--- config.mk ---
export PLATFORM = sky130hd
export DESIGN_NAME = hawk_rd_arb
export DESIGN_NICKNAME = d
export VERILOG_FILES = /design/src/rtl/hawk_rd_arb.sv
export SDC_FILE = /design/constraint.sdc
export NUM_CORES = 1
export LEC_CHECK = 0
export ABC_AREA = 1
export CAP_MARGIN = 20
export CORE_AREA = 2 2 501 503
export CTS_CLUSTER_SIZE = 20
export DETAILED_ROUTE_END_ITERATION = 16
export DIE_AREA = 0 0 503 505
export GPL_TIMING_DRIVEN = 0
export PLACE_DENSITY = 0.31
export SLEW_MARGIN = 30
export SYNTH_ARGS = -nofsm -noshare
export SYNTH_HDL_FRONTEND = slang
export SYNTH_SLANG_ARGS = --single-unit
--- constraint.sdc ---
create_clock -name clk_i -period 1.4 [get_ports clk_i]
set_input_delay 0.21 -clock clk_i [delete_from_list [all_inputs] [get_ports clk_i]]
set_output_delay 0.21 -clock clk_i [all_outputs]
set_load 0.005 [all_outputs]
--- src/rtl/hawk_rd_arb.sv ---
// ----------------------------------------------------------------------------
// hawk_rd_arb: two-requester AXI4 read arbiter, one outstanding burst.
// Option: HAWK_RD_ARB_STRICT_PRIO_EN (requester 0 always wins). Rev 1.0
// ----------------------------------------------------------------------------
`default_nettype none

module hawk_rd_arb #(
  parameter int ADDR_W = 64,
  parameter int DATA_W = 512,
  parameter int ID_W   = 4
) (
  input  logic              clk_i,
  input  logic              rst_ni,
  input  logic [1:0]        req_valid_i,
  input  logic [ADDR_W-1:0] req_addr0_i,
  input  logic [ADDR_W-1:0] req_addr1_i,
  input  logic [7:0]        req_len0_i,
  input  logic [7:0]        req_len1_i,
  output logic [1:0]        req_ready_o,
  output logic [1:0]        rsp_valid_o,
  input  logic [1:0]        rsp_ready_i,
  output logic [DATA_W-1:0] rsp_data_o,
  output logic [1:0]        rsp_resp_o,
  output logic              rsp_last_o,
  output logic [ADDR_W-1:0] m_araddr_o,
  output logic [7:0]        m_arlen_o,
  output logic [ID_W-1:0]   m_arid_o,
  output logic              m_arvalid_o,
  input  logic              m_arready_i,
  input  logic              m_rvalid_i,
  input  logic [DATA_W-1:0] m_rdata_i,
  input  logic [1:0]        m_rresp_i,
  input  logic              m_rlast_i,
  input  logic [ID_W-1:0]   m_rid_i,
  output logic              m_rready_o,
  output logic              len_err_o
);

  typedef enum logic [1:0] {
    ST_IDLE = 2'd0,
    ST_AR   = 2'd1,
    ST_R    = 2'd2
  } state_e;

  state_e            state_q, state_d;
  logic [ADDR_W-1:0] addr_q, addr_d;
  logic [7:0]        len_q, len_d;
  logic [7:0]        cnt_q, cnt_d;
  logic              owner_q, owner_d;
  logic              err_q, err_d;
  logic              win;
  logic [1:0]        win_oh;
  logic              beat;

`ifdef HAWK_RD_ARB_STRICT_PRIO_EN
  assign win = ~req_valid_i[0];
`else
  logic ptr_q, ptr_d;

  // A lone requester wins; the pointer only breaks ties.
  assign win = (&req_valid_i) ? ptr_q : ~req_valid_i[0];

  always_comb begin
    ptr_d = ptr_q;
    if (state_q == ST_IDLE && (|req_valid_i)) ptr_d = ~win;
  end

  always_ff @(posedge clk_i or negedge rst_ni) begin
    if (!rst_ni) ptr_q <= 1'b0;
    else         ptr_q <= ptr_d;
  end
`endif

  assign win_oh = win ? 2'b10 : 2'b01;

  always_comb begin
    state_d     = state_q;
    addr_d      = addr_q;
    len_d       = len_q;
    owner_d     = owner_q;
    cnt_d       = cnt_q;
    err_d       = err_q;
    req_ready_o = 2'b00;
    rsp_valid_o = 2'b00;
    rsp_data_o  = '0;
    rsp_resp_o  = 2'b00;
    rsp_last_o  = 1'b0;
    m_rready_o  = 1'b0;
    beat        = 1'b0;
    case (state_q)
      ST_IDLE: begin
        if (|req_valid_i) begin
          req_ready_o = win_oh;
          addr_d      = win ? req_addr1_i : req_addr0_i;
          len_d       = win ? req_len1_i : req_len0_i;
          cnt_d       = win ? req_len1_i : req_len0_i;
          owner_d     = win;
          state_d     = ST_AR;
        end
      end
      ST_AR: begin
        if (m_arready_i) state_d = ST_R;
      end
      ST_R: begin
        rsp_valid_o = owner_q ? {m_rvalid_i, 1'b0} : {1'b0, m_rvalid_i};
        m_rready_o  = rsp_ready_i[owner_q];
        rsp_data_o  = m_rdata_i;
        rsp_resp_o  = m_rresp_i;
        rsp_last_o  = m_rlast_i;
        beat        = m_rvalid_i & rsp_ready_i[owner_q];
        if (beat) begin
          // Early/late rlast and foreign IDs all fold into the one sticky flag.
          if ((m_rlast_i && cnt_q != 8'd0) || (!m_rlast_i && cnt_q == 8'd0) ||
              (m_rid_i != ID_W'(owner_q)))
            err_d = 1'b1;
          if (cnt_q != 8'd0) cnt_d = cnt_q - 8'd1;
          if (m_rlast_i) state_d = ST_IDLE;
        end
      end
      default: state_d = ST_IDLE;
    endcase
  end

  always_ff @(posedge clk_i or negedge rst_ni) begin
    if (!rst_ni) begin
      state_q <= ST_IDLE;
      addr_q  <= '0;
      len_q   <= 8'd0;
      cnt_q   <= 8'd0;
      owner_q <= 1'b0;
      err_q   <= 1'b0;
    end else begin
      state_q <= state_d;
      addr_q  <= addr_d;
      len_q   <= len_d;
      cnt_q   <= cnt_d;
      owner_q <= owner_d;
      err_q   <= err_d;
    end
  end

  assign m_arvalid_o = (state_q == ST_AR);
  assign m_araddr_o  = addr_q;
  assign m_arlen_o   = len_q;
  assign m_arid_o    = ID_W'(owner_q);
  assign len_err_o   = err_q;

endmodule

`default_nettype wire

* Word level (Yosys, flattened, before mapping) *
Cells that the tools add are included.

word-level totals
  ROM bits = 0
  input bits = 671
  register bits after elaboration = 85
  output and inout bits = 598
  latch bits = 0
  memories = 0
  RAM bits = 0

cells by class
  bitwise gates (word level) = 3
  equal/unequal tests = 8
  multiplexer cells = 23
  $mul = 0
  divide/modulo/power cells = 0
  shift-type cells = 0
  add/subtract/negate cells = 1
  reductions and logical operators = 16
  magnitude comparators = 1

operators with widths
  operator             count
  $mux 512             1
  $mux 64              1
  $mux 8               4
  $mux 2               10
  $pmux 8 s2           1
  $logic_not 8->1      1
  $reduce_and 4->1     2
  $reduce_bool 8->1    1
  $sub 8x1->8 const B  1
  $ne 2x2->1 const B   3
  $pmux 2 s3           1
  $mux 1               5
  $ne 2x1->1 const B   2
  $ne 4x1->1           1
  $reduce_and 2->1     2
  $logic_and 1x1->1    3
  $reduce_and 3->1     1
  $eq 2x1->1 const B   1
  $eq 2x2->1 const B   1
  $logic_not 2->1      1
  $logic_or 1x1->1     2
  $lt 1x2->1 const B   1
  $not 1->1            2
  $reduce_bool 2->1    1
  3 further kinds      3

* Depth between registers and ports, before layout *
  depth in word-level cells = 5
  mapped depth = 9
  mapped depth without buffers = 9

* Least setup slack after synthesis *
No wires, ideal clock.

  path kind = reg-to-output
  start point = reg state_q[1]
  end point = out rsp_data_o[422]
  arrival time = 1.151 ns
  stages on the path, launching flop included = 7
  path slack = 0.039 ns
  buffers on the path = 2
  cells stage by stage = dfrtp_1 -> inv_1 -> nor2_4 -> inv_2 -> clkbuf_1 -> buf_2 -> nor2_1

between the ends
  word-level cells in the longest chain between the ends = 2

ends and longest elaborated chain
  item                      line  text
  start: declaration        45    state_e state_q, state_d;
  start signal: assignment  133   state_q <= state_d;
  $eq 2x2->1                90    case (state_q)
  $mux 512                  90
  end: declaration          22    output logic [DATA_W-1:0] rsp_data_o,

Every way passes these cells.

* Worst setup path in the final report *
  start point = reg state_q[1]
  end point = out rsp_data_o[500]

The elaborated chain is that of the path after synthesis.

==> flow_summary.toml <==
[timing]
drv_slew = 0
fin_crit_ns = 2.311
fin_crit_sh_pct = 165.1
setup_ws_ns = -0.9114
max_slew_margin_pct = 56.58
finalHoldViolCount = 0
finalSetupViolCount = 679
worst_slew_pin_slew_ns = 0.6513
fin_skew_ns = 0.02338
rsz0062_at_grt = "true"
fmax_mhz = 432.6

[worst_setup_path]
worstPathArrival_ns = 2.10
r2r_slack_ns = -0.64
path_delay_family = "buffers and inverters"
path_cells = "inv_2 -> nor2_4 -> buf_12 -> inv_16 -> clkbuf_16 -> clkbuf_16 -> buf_12 -> nor2_4 -> buf_6"
cp.buffers_inverters = 7
critPathMaxFanout = 5
cp.required_ns = 1.19
crit_type = "flop to output port"
end_kind = "output port"
crit_path_start_kind = "flop"
max_stage_delay_ns = 0.37
cp_slowest_cell = "dfrtp_1"

[global_route]
grt_overflow = 0
grt_pass1_wl_um = 237100
grtUsageTotal_pct = 15.27
antenna_found_initial = 123
first_global_vias = 16551
grt_max_degree = 50

[drt]
drt-total-wl_um = 202400
wire_per_inst_um = 32.06
drt_iter0_drc = 933
ant_nets = 0
via_per_inst = 2.553
dr_total_vias = 16117
drt-pass1-iter-count = 5
route.detailed.drc = 0

[worst_hold_path]
hp-class = "input pin to asynchronous set/reset pin"

[placement]
gp_congestion = 0.9515
place_hpwl_um = 189100
pre_cts_ws_ns = -2.029
dp_cells = 6237
portBuffers = 1265

[clock_tree]
cts_tree = "done"
h-tree-depth = 3
root_buffer = "clkbuf_16"
clock-sinks = 85
clock_path_buffers = 2
cts_inserted_buffers = 9
clk_pin_slew_worst_paths_ns = 0.10
clk_latency_ns = 0.42

[run_status]
violations = "negative setup slack"
status = "finished, violations left"

[power]
peakVddDrop_uv = 622.0
p_total_mw = 39.96
p_leak_nw = 13.29
power.density_nw_per_um2 = 1391

[synth]
syn-cell-area_um2 = 8318
synth_mux_area_share_pct = 0
yosys_warnings = 0
yosys.area_share.simple_pct = 41.41
postSynthAreaPerCell_um2 = 5.078
seq_area_frac_synth_pct = 25.57
synth_area_leader_cell = "dfrtp_1"
ys_ff_latch = 85
synth-xor-area-share_pct = 0.2106
synth_fa_ha_area_share_pct = 0.3008
ys_types = 25
ys_top_cells_by_area = "dfrtp_1 (26%), inv_1 (24%), nor2_1 (24%), nand2_1 (12%), nand3_1 (4.5%)"
synth_compound_area_share_pct = 2.286
synth_top_area_share_pct = 25.57
synthCells = 1638
synth_top_family_by_area = "simple AND/OR/NAND/NOR gates"

[floorplanning]
fp.dieW_um = 503
std_cell_rows = 183
ios = 1269
fp.dieArea_um2 = 254000
core_um2 = 248200
initial_core_util_pct = 3.351
die-height_um = 505

[final_layout]
postLayoutCoreUtil_pct = 11.58
final_cells = 6314
drive_gt1_share_pct = 31.09
fin_nets = 3637
syn2layout_area_growth_pct = 245.4

[flow_run]
drv_cap = 0
[cell families after synthesis]
group,Yosys count
buffers and inverters,630
other,1
AO/OA/AOI/OAI,35
adder cells (fa/ha/maj),2
AND/OR/NAND/NOR,883
XOR/XNOR,2
flip-flops,85
[cells in the final DEF (no fill, tap or decap), types with 4 or more instances in the layout]
cell	count
clkdlybuf4s50_1	743
inv_1	538
nand2_1	264
buf_6	239
nor2_4	226
nor2_1	204
nor2_2	104
buf_4	94
dlygate4sd2_1	86
dfrtp_1	84
buf_2	81
nand3_1	75
buf_8	67
buf_12	33
o21ai_0	26
clkbuf_2	25
clkbuf_16	22
diode_2	15
o211ai_1	5
buf_16	5
clkbuf_1	4
clkdlybuf4s15_2	4
[cell type report]
class	instances	area [µm²]
Antenna cell	15	37.54
Buffer	86	1181
Clock buffer	9	225.2
Clock inverter	7	66.31
Fill cell	29066	219500
Inverter	544	2063
Multi-Input combinational cell	925	5634
Sequential cell	85	2128
Tap cell	3330	4167
Timing Repair Buffer	1312	13210
Timing Repair inverter	1	20.02
[metal layers]
| layer | vias to the layer above | GRT usage (%) | part of all wire [%] |
|---|---|---|---|
| li1 | 7111 | - | - |
| met1 | 7582 | 16.33 | 36 |
| met2 | 1113 | 24.27 | 44 |
| met3 | 247 | 11.56 | 18 |
| met4 | 64 | 2.190 | 1.4 |
| met5 | - | 0 | 0.22 |
[what timing repair did]
| action | 4_1_cts | 5_1_grt |
|---|---|---|
| gates cloned | 9 | 6 |
| hold buffers | 1 | 0 |
| endpoints found under the setup margin | 680 | 680 |
| buffers inserted | 26 | 4 |
| gates resized for setup | 2490 | 1100 |
| hold endpoints to repair | 36 | 0 |
| pin swaps | 12 | 6 |
[path summary, 6_finish.rpt]
path	start	endpoint	cells past startpoint
min in group clk_i	req_addr1_i[49]	m_araddr_o[49]	3
setup / recovery	state_q[1]	rsp_data_o[500]	9
hold reg to reg	ptr_q	ptr_q	2
setup reg to reg	state_q[0]	m_araddr_o[15]	11
max in group asynchronous	rst_ni	m_araddr_o[9]	3
hold / removal	rst_ni	cnt_q[4]	2
[metrics by stage]
step	instance area, µm²	TNS, ns	hold slack, ns
after global placement	25150	-1334.57	0.4582
final	28730	-446.47	0.2749
after floorplan	8325	0	-0.08559
after detailed placement	25210	-842.36	0.1443
after CTS	26900	-521.48	0.2469
after global routing	28710	-512.64	0.2802
[worst register-to-register path, delay by kind of cell (launching register included)]
family        cells  cell delay (ns)
buf+inv           6             0.74
flops             1             0.44
simple gates      5             0.79
[power breakdown]
group | internal, mW | total [mW] | switching (mW) | leakage [nW]
clock | 1.26 | 2.86 | 1.60 | 0.145
sequential | 3.69 | 4.58 | 0.887 | 1.03
combinational | 13.7 | 32.5 | 18.8 | 12.1
total | 18.7 | 40.0 | 21.3 | 13.3
[sequential cells by signal (all words and copies together) (netlist names)]
name / cells
len_err_o: 1
cnt_q: 8
m_arlen_o: 8
owner_q: 1
state_q: 2
m_araddr_o: 64
ptr_q: 1
[cell usage after synthesis]
cell type  number
a21oi_1         1
buf_2          62
buf_4           4
buf_6           7
clkbuf_1       13
conb_1          1
dfrtp_1        85
ha_1            2
inv_1         540
inv_2           4
nand2_1       266
nand3_1        75
nand4_1         1
nor2_1        530
nor2_2          2
nor2_4          2
nor3_1          3
o211ai_1        5
o21ai_0        26
o21ai_1         2
o21bai_1        1
or2_1           1
or2_2           3
xnor2_1         1
xor2_1          1
No activity file was read; power rests on OpenSTA's default activity.
